$ cat config.mk
export PLATFORM = sky130hd
export DESIGN_NAME = multi_digit_entry_flat
export DESIGN_NICKNAME = d
export VERILOG_FILES = /design/src/rtl/multi_digit_entry_if.sv /design/src/rtl/multi_digit_entry.sv /design/src/flat_wrapper.sv
export SDC_FILE = /design/constraint.sdc
export NUM_CORES = 1
export LEC_CHECK = 0
export BUFFER_PORTS_ARGS = -buffer_cell sky130_fd_sc_hd__buf_2
export CAP_MARGIN = 20
export CORE_MARGIN = 4
export CORE_UTILIZATION = 26
export DETAILED_ROUTE_END_ITERATION = 12
export SLEW_MARGIN = 20
export SYNTH_ARGS = -nofsm -noshare
export SYNTH_HDL_FRONTEND = slang
export SYNTH_SLANG_ARGS = --single-unit
$ cat constraint.sdc
create_clock -name clk -period 2.6 [get_ports clk]
set_input_delay 0.13 -clock clk [delete_from_list [all_inputs] [get_ports clk]]
set_output_delay 0.13 -clock clk [all_outputs]
set_load 0.02 [all_outputs]
$ cat src/rtl/multi_digit_entry_if.sv
// Bundle of the digit-entry handshake and display signals.
//   slave  : used by multi_digit_entry (receives the entry controls, drives the display)
//   master : used by whatever drives the entry controls and reads the display
// Signals:
//   digit_changed, number_input, backspace, clear, disp_val, val_digits : controls toward the block
//   digits, digit_count, full, showing, overflow, invalid               : status from the block
interface multi_digit_entry_if #(
    parameter int NUM_DIGITS = 4
);
    localparam int DW = 4 * NUM_DIGITS;
    localparam int CW = $clog2(NUM_DIGITS + 1);

    logic          digit_changed;
    logic [3:0]    number_input;
    logic          backspace;
    logic          clear;
    logic          disp_val;
    logic [DW-1:0] val_digits;

    logic [DW-1:0] digits;
    logic [CW-1:0] digit_count;
    logic          full;
    logic          showing;
    logic          overflow;
    logic          invalid;

    modport slave (
        input  digit_changed, number_input, backspace, clear, disp_val, val_digits,
        output digits, digit_count, full, showing, overflow, invalid
    );

    modport master (
        output digit_changed, number_input, backspace, clear, disp_val, val_digits,
        input  digits, digit_count, full, showing, overflow, invalid
    );
endinterface

$ cat src/rtl/multi_digit_entry.sv
// Keypad-style multi-digit entry register with backspace, clear and a
// value-display override.
//   clk  : rising-edge clock
//   rst  : asynchronous active-high reset
//   bus  : multi_digit_entry_if.slave
//          digit_changed / backspace are level inputs whose rising edges act;
//          clear and disp_val act while high; digits slot 0 is the newest digit.
// Parameters:
//   NUM_DIGITS : number of 4-bit slots (2..8)
//   BLANK_CODE : code shown in an unlit slot
//   OVF_MODE   : 0 = shift out the oldest digit when full, 1 = reject the new digit
//
// state    | meaning
// ---------+------------------------------------------------------------
// ST_EMPTY | no digits entered, all slots blank
// ST_ENTRY | 0 < count < NUM_DIGITS
// ST_FULL  | count == NUM_DIGITS
// ST_SHOW  | displaying val_digits (or the last value shown after disp_val drops)
module multi_digit_entry #(
    parameter int         NUM_DIGITS = 4,
    parameter logic [3:0] BLANK_CODE = 4'hA,
    parameter int         OVF_MODE   = 0
) (
    input logic                clk,
    input logic                rst,
    multi_digit_entry_if.slave bus
);
    localparam int DW = 4 * NUM_DIGITS;
    localparam int CW = $clog2(NUM_DIGITS + 1);
    localparam logic [CW-1:0] COUNT_MAX = CW'(NUM_DIGITS);
    localparam logic [DW-1:0] BLANK_ALL = {NUM_DIGITS{BLANK_CODE}};

    localparam logic [1:0] ST_EMPTY = 2'd0;
    localparam logic [1:0] ST_ENTRY = 2'd1;
    localparam logic [1:0] ST_FULL  = 2'd2;
    localparam logic [1:0] ST_SHOW  = 2'd3;

    logic [1:0]    state_q,    state_n;
    logic [DW-1:0] digits_q,   digits_n;
    logic [CW-1:0] count_q,    count_n;
    logic          full_q,     full_n;
    logic          showing_q,  showing_n;
    logic          overflow_q, overflow_n;
    logic          invalid_q,  invalid_n;
    logic          dc_prev_q;
    logic          bs_prev_q;

    logic dc_edge;
    logic bs_edge;

    assign dc_edge = bus.digit_changed & ~dc_prev_q;
    assign bs_edge = bus.backspace & ~bs_prev_q;

    always_comb begin
        state_n    = state_q;
        digits_n   = digits_q;
        count_n    = count_q;
        overflow_n = 1'b0;
        invalid_n  = 1'b0;

        if (bus.clear) begin
            state_n  = ST_EMPTY;
            digits_n = BLANK_ALL;
            count_n  = '0;
        end else if (bus.disp_val) begin
            state_n  = ST_SHOW;
            digits_n = bus.val_digits;
        end else if (bs_edge) begin
            // A simultaneous digit edge is dropped here; prev still updates below.
            case (state_q)
                ST_SHOW: begin
                    state_n  = ST_EMPTY;
                    digits_n = BLANK_ALL;
                    count_n  = '0;
                end
                ST_ENTRY, ST_FULL: begin
                    digits_n = {BLANK_CODE, digits_q[DW-1:4]};
                    count_n  = count_q - 1'b1;
                    state_n  = (count_q == CW'(1)) ? ST_EMPTY : ST_ENTRY;
                end
                default: ;
            endcase
        end else if (dc_edge) begin
            if (bus.number_input > 4'd9) begin
                invalid_n = 1'b1;
            end else begin
                case (state_q)
                    ST_SHOW: begin
                        digits_n = {BLANK_ALL[DW-1:4], bus.number_input};
                        count_n  = CW'(1);
                        state_n  = ST_ENTRY;
                    end
                    ST_FULL: begin
                        overflow_n = 1'b1;
                        if (OVF_MODE == 0) begin
                            digits_n = {digits_q[DW-5:0], bus.number_input};
                        end
                    end
                    default: begin
                        digits_n = {digits_q[DW-5:0], bus.number_input};
                        count_n  = count_q + 1'b1;
                        state_n  = (count_q == COUNT_MAX - 1'b1) ? ST_FULL : ST_ENTRY;
                    end
                endcase
            end
        end

        full_n    = (count_n == COUNT_MAX);
        showing_n = (state_n == ST_SHOW);
    end

    always_ff @(posedge clk or posedge rst) begin
        if (rst) begin
            state_q    <= ST_EMPTY;
            digits_q   <= BLANK_ALL;
            count_q    <= '0;
            full_q     <= 1'b0;
            showing_q  <= 1'b0;
            overflow_q <= 1'b0;
            invalid_q  <= 1'b0;
            dc_prev_q  <= 1'b0;
            bs_prev_q  <= 1'b0;
        end else begin
            state_q    <= state_n;
            digits_q   <= digits_n;
            count_q    <= count_n;
            full_q     <= full_n;
            showing_q  <= showing_n;
            overflow_q <= overflow_n;
            invalid_q  <= invalid_n;
            // Edges masked by clear/disp_val are consumed because prev always follows.
            dc_prev_q  <= bus.digit_changed;
            bs_prev_q  <= bus.backspace;
        end
    end

    assign bus.digits      = digits_q;
    assign bus.digit_count = count_q;
    assign bus.full        = full_q;
    assign bus.showing     = showing_q;
    assign bus.overflow    = overflow_q;
    assign bus.invalid     = invalid_q;
endmodule

$ cat src/flat_wrapper.sv
// flat-port wrapper written by rule: the top's interface ports become plain ports
module multi_digit_entry_flat 
#(
    parameter int         NUM_DIGITS = 4,
    parameter logic [3:0] BLANK_CODE = 4'hA,
    parameter int         OVF_MODE   = 0
)
  (clk, rst, bus_digit_changed, bus_number_input, bus_backspace, bus_clear, bus_disp_val, bus_val_digits, bus_digits, bus_digit_count, bus_full, bus_showing, bus_overflow, bus_invalid);
  multi_digit_entry_if #(.NUM_DIGITS(NUM_DIGITS)) bus_i ();
  input logic clk;
  input logic rst;
  input wire logic [$bits(bus_i.digit_changed)-1:0] bus_digit_changed;
  input wire logic [$bits(bus_i.number_input)-1:0] bus_number_input;
  input wire logic [$bits(bus_i.backspace)-1:0] bus_backspace;
  input wire logic [$bits(bus_i.clear)-1:0] bus_clear;
  input wire logic [$bits(bus_i.disp_val)-1:0] bus_disp_val;
  input wire logic [$bits(bus_i.val_digits)-1:0] bus_val_digits;
  output wire logic [$bits(bus_i.digits)-1:0] bus_digits;
  output wire logic [$bits(bus_i.digit_count)-1:0] bus_digit_count;
  output wire logic [$bits(bus_i.full)-1:0] bus_full;
  output wire logic [$bits(bus_i.showing)-1:0] bus_showing;
  output wire logic [$bits(bus_i.overflow)-1:0] bus_overflow;
  output wire logic [$bits(bus_i.invalid)-1:0] bus_invalid;
  assign bus_i.digit_changed = bus_digit_changed;
  assign bus_i.number_input = bus_number_input;
  assign bus_i.backspace = bus_backspace;
  assign bus_i.clear = bus_clear;
  assign bus_i.disp_val = bus_disp_val;
  assign bus_i.val_digits = bus_val_digits;
  assign bus_digits = bus_i.digits;
  assign bus_digit_count = bus_i.digit_count;
  assign bus_full = bus_i.full;
  assign bus_showing = bus_i.showing;
  assign bus_overflow = bus_i.overflow;
  assign bus_invalid = bus_i.invalid;
  multi_digit_entry #(.NUM_DIGITS(NUM_DIGITS), .BLANK_CODE(BLANK_CODE), .OVF_MODE(OVF_MODE)) u_core (.clk(clk), .rst(rst), .bus(bus_i));
endmodule
==> metrics.txt <==
top-count cell post-synth dfrtp_1; Synth top area share 29.7%; CTS sink count 27; nets@finish 257; Initial DRC Count 141; Final GP Congestion 0.880; router iterations before antenna repair 7; CTS resizes 0; diodes inserted 0; fillers 639; Post-synth EDFFs 0; Hold Path Class input pin to flip-flop; YS warnings 0; Clock Pin Slew Worst Setup and Hold Paths 0.10 ns; Die Span Y 86.5 µm; Total GRT Usage 13.9%; dpl ws 0.651 ns; # H-tree levels 1; Worst R2R Path Depth 6; adder-cell area share of the yosys netlist 5.46%; num rows 28; Reg-to-Reg End u_core.bus.full$_DFF_PP0_; PortBufs 48; worst-path cell chain inv_1 > ha_1 > and4bb_2 > a32o_1 > a32o_2 > nor3b_2; Rel. slew slack 69.6%; setup TNS 0 ns; Critical Path Sink Type flip-flop; number of synthesized register bits 27; Synth Area in XOR/XNOR 0%; most instantiated cells after synthesis dfrtp_1, a21oi_1, inv_1, nand3_1, o21ai_0; number of hold violations in the final report 0; Layout area overhead 26.4%; # IOs 49; post-synthesis mux area share 2.65%; max-slew violation count 0; CTS buffer count 3; Simple-Gate Fraction of Synth Area 19.0%; largest net degree at the start of global routing 24; final core utilization 34.0%; cell taking the most area after synthesis dfrtp_1; outcome completed; Setup Buffers After CTS 0; grt total ovfl 0; RSZ-0062 raised after global routing false; leading post-synthesis cells by cell area dfrtp_1, dfstp_2, a21oi_1, ha_1, nand3_1; slowest stage delay, CP 0.42 ns; worst-path fanout max 9; Vias/cell 5.20; final setup vio count 0; crit share post-route 76.2%; Data arrival, critical path 2.15 ns; Mapped Nets 204; Root Driver clkbuf_8; Worst-Margin Slew 0.444 ns; Pleak 0.927 nW; DP HPWL 3740 µm; synth unique cells 45; die footprint 0.00748 mm²; reg2reg setup slack 0.62 ns; DRC Markers 0; Syn Area/Cell 9.37 µm²; core footprint 0.00596 mm²; hold_sp bus_val_digits[14]; post-route setup slack 0.619 ns; ys async rst share 100%; # hold bufs at CTS 1; fmax 505 MHz; Max clock buf depth 2; Cell Pwr Density 493 mW/mm²; drt total wl 5010 µm; VDD IR-drop max 0.201 mV; Hold Crit Endpoint u_core.bus.digits[14]$_DFFE_PP0P_; initial core utilization 26.9%; first-pass GRT wire length 8170 µm; share of layout cells above drive strength 1 32.7%; ys flop type dfrtp_1; post-layout min period 1.98 ns; number of global-route vias before repair 1618; launch point of the worst reg-to-reg path u_core.state_q[0]$_DFF_PP0_; Clk Latency, worst-skew pair 0.28 ns; Vias 1550; Critical Path RT 2.77 ns; initial antenna violation count 0; slowest CP cell ha_1; worst hold path depth 3; CTS tree built; final hold slack 0.0751 ns; Die Wd 86.5 µm; Routed WL per cell 16.8 µm; crit start category flip-flop; main combinational cell family by area after synthesis compound AO/OA/AOI/OAI gates; Layout Skew 0.00483 ns; Syn Inst Count 171; Synth Cell Area 0.00160 mm²; Crit Path Category flip-flop to flip-flop; post-synthesis compound-gate area fraction 24.8%; max cap viols 0; Final ANT Viol Nets 0; Seq/Total Area, Yosys 42.8%
## worst max-delay path: cells and delay by family, from the launching register on
family | cells | cell delay [ns]
AO/OA/AOI/OAI | 2 | 0.48
adder cells (fa/ha/maj) | 1 | 0.42
flip-flops | 1 | 0.41
buffers and inverters | 1 | 0.09
AND/OR/NAND/NOR | 2 | 0.47
## cells by family after synthesis
| group | count (synthesis) |
|---|---|
| AOI/OAI and AO/OA | 59 |
| adders and majority gates | 7 |
| buffers and inverters | 20 |
| DFF | 27 |
| muxes | 4 |
| and+or+nand+nor | 54 |
## placed cells by master (no fill, tap or decap), types with 4 or more instances in the layout
cell type	instances
nand2_1	9
o21ai_0	10
buf_2	48
ha_1	7
nor2_1	9
nand3_1	12
nor3_1	4
dfstp_2	8
dfrtp_1	19
nand2b_1	4
a21oi_1	18
inv_1	12
## stage by stage
| stage | instance area [µm²] | total power, mW | std cells |
|---|---|---|---|
| after global routing | 2030 | 1.06 | 298 |
| after floorplan | 1600 | 0.649 | 171 |
| after CTS | 1980 | 0.999 | 295 |
| final | 2030 | 0.999 | 298 |
| after detailed placement | 1920 | 0.744 | 290 |
| after global placement | 1920 | 0.742 | 290 |
## worst max path at each step
stage                                      startpoint                   endpoint  slack [ns]  depth (start not counted)
after detailed placement  u_core.state_q[0]$_DFF_PP0_  u_core.bus.full$_DFF_PP0_        0.65                          6
final                     u_core.state_q[0]$_DFF_PP0_  u_core.bus.full$_DFF_PP0_        0.62                          6
after global routing      u_core.state_q[0]$_DFF_PP0_  u_core.bus.full$_DFF_PP0_        0.48                          7
after global placement    u_core.state_q[0]$_DFF_PP0_  u_core.bus.full$_DFF_PP0_        0.71                          6
after CTS                 u_core.state_q[0]$_DFF_PP0_  u_core.bus.full$_DFF_PP0_        0.64                          6
after floorplan           u_core.state_q[0]$_DFF_PP0_  u_core.bus.full$_DFF_PP0_        0.74                          7
## power by group
part           switching, mW  internal, mW  leakage (nW)  total [mW]
logic                  0.162         0.100         0.570       0.262
clock network          0.143         0.110        0.0228       0.253
registers             0.0270         0.456         0.334       0.483
total                  0.332         0.667         0.927       0.999
## per-layer routing
| layer | global-route usage [%] | vias to the layer above | wire [µm] |
|---|---|---|---|
| met1 | 19.4 | 744 | 2310 |
| li1 | - | 742 | - |
| met2 | 21.9 | 55 | 2400 |
| met5 | 0 | - | 0 |
| met3 | 1.90 | 9 | 224 |
| met4 | 5.24 | 0 | 78 |
## layout make-up
cell class | instances | area [µm²] | share of cell area, %
well taps | 75 | 93.8 | 4.63
flip-flops and latches | 27 | 686 | 33.8
clock buffers | 4 | 45.0 | 2.22
multi-input cells | 124 | 832 | 41.1
inverters | 13 | 48.8 | 2.41
repair buffers | 55 | 320 | 15.8
## state kept, by name, summed over array words and instances (netlist names)
name                    count
u_core.bus.digits          16
u_core.bus.showing          1
u_core.bus.digit_count      3
u_core.state_q              2
u_core.dc_prev_q            1
u_core.bus.overflow         1
u_core.bus.full             1
u_core.bus.invalid          1
u_core.bs_prev_q            1
Power figures use the tool's default switching activity.
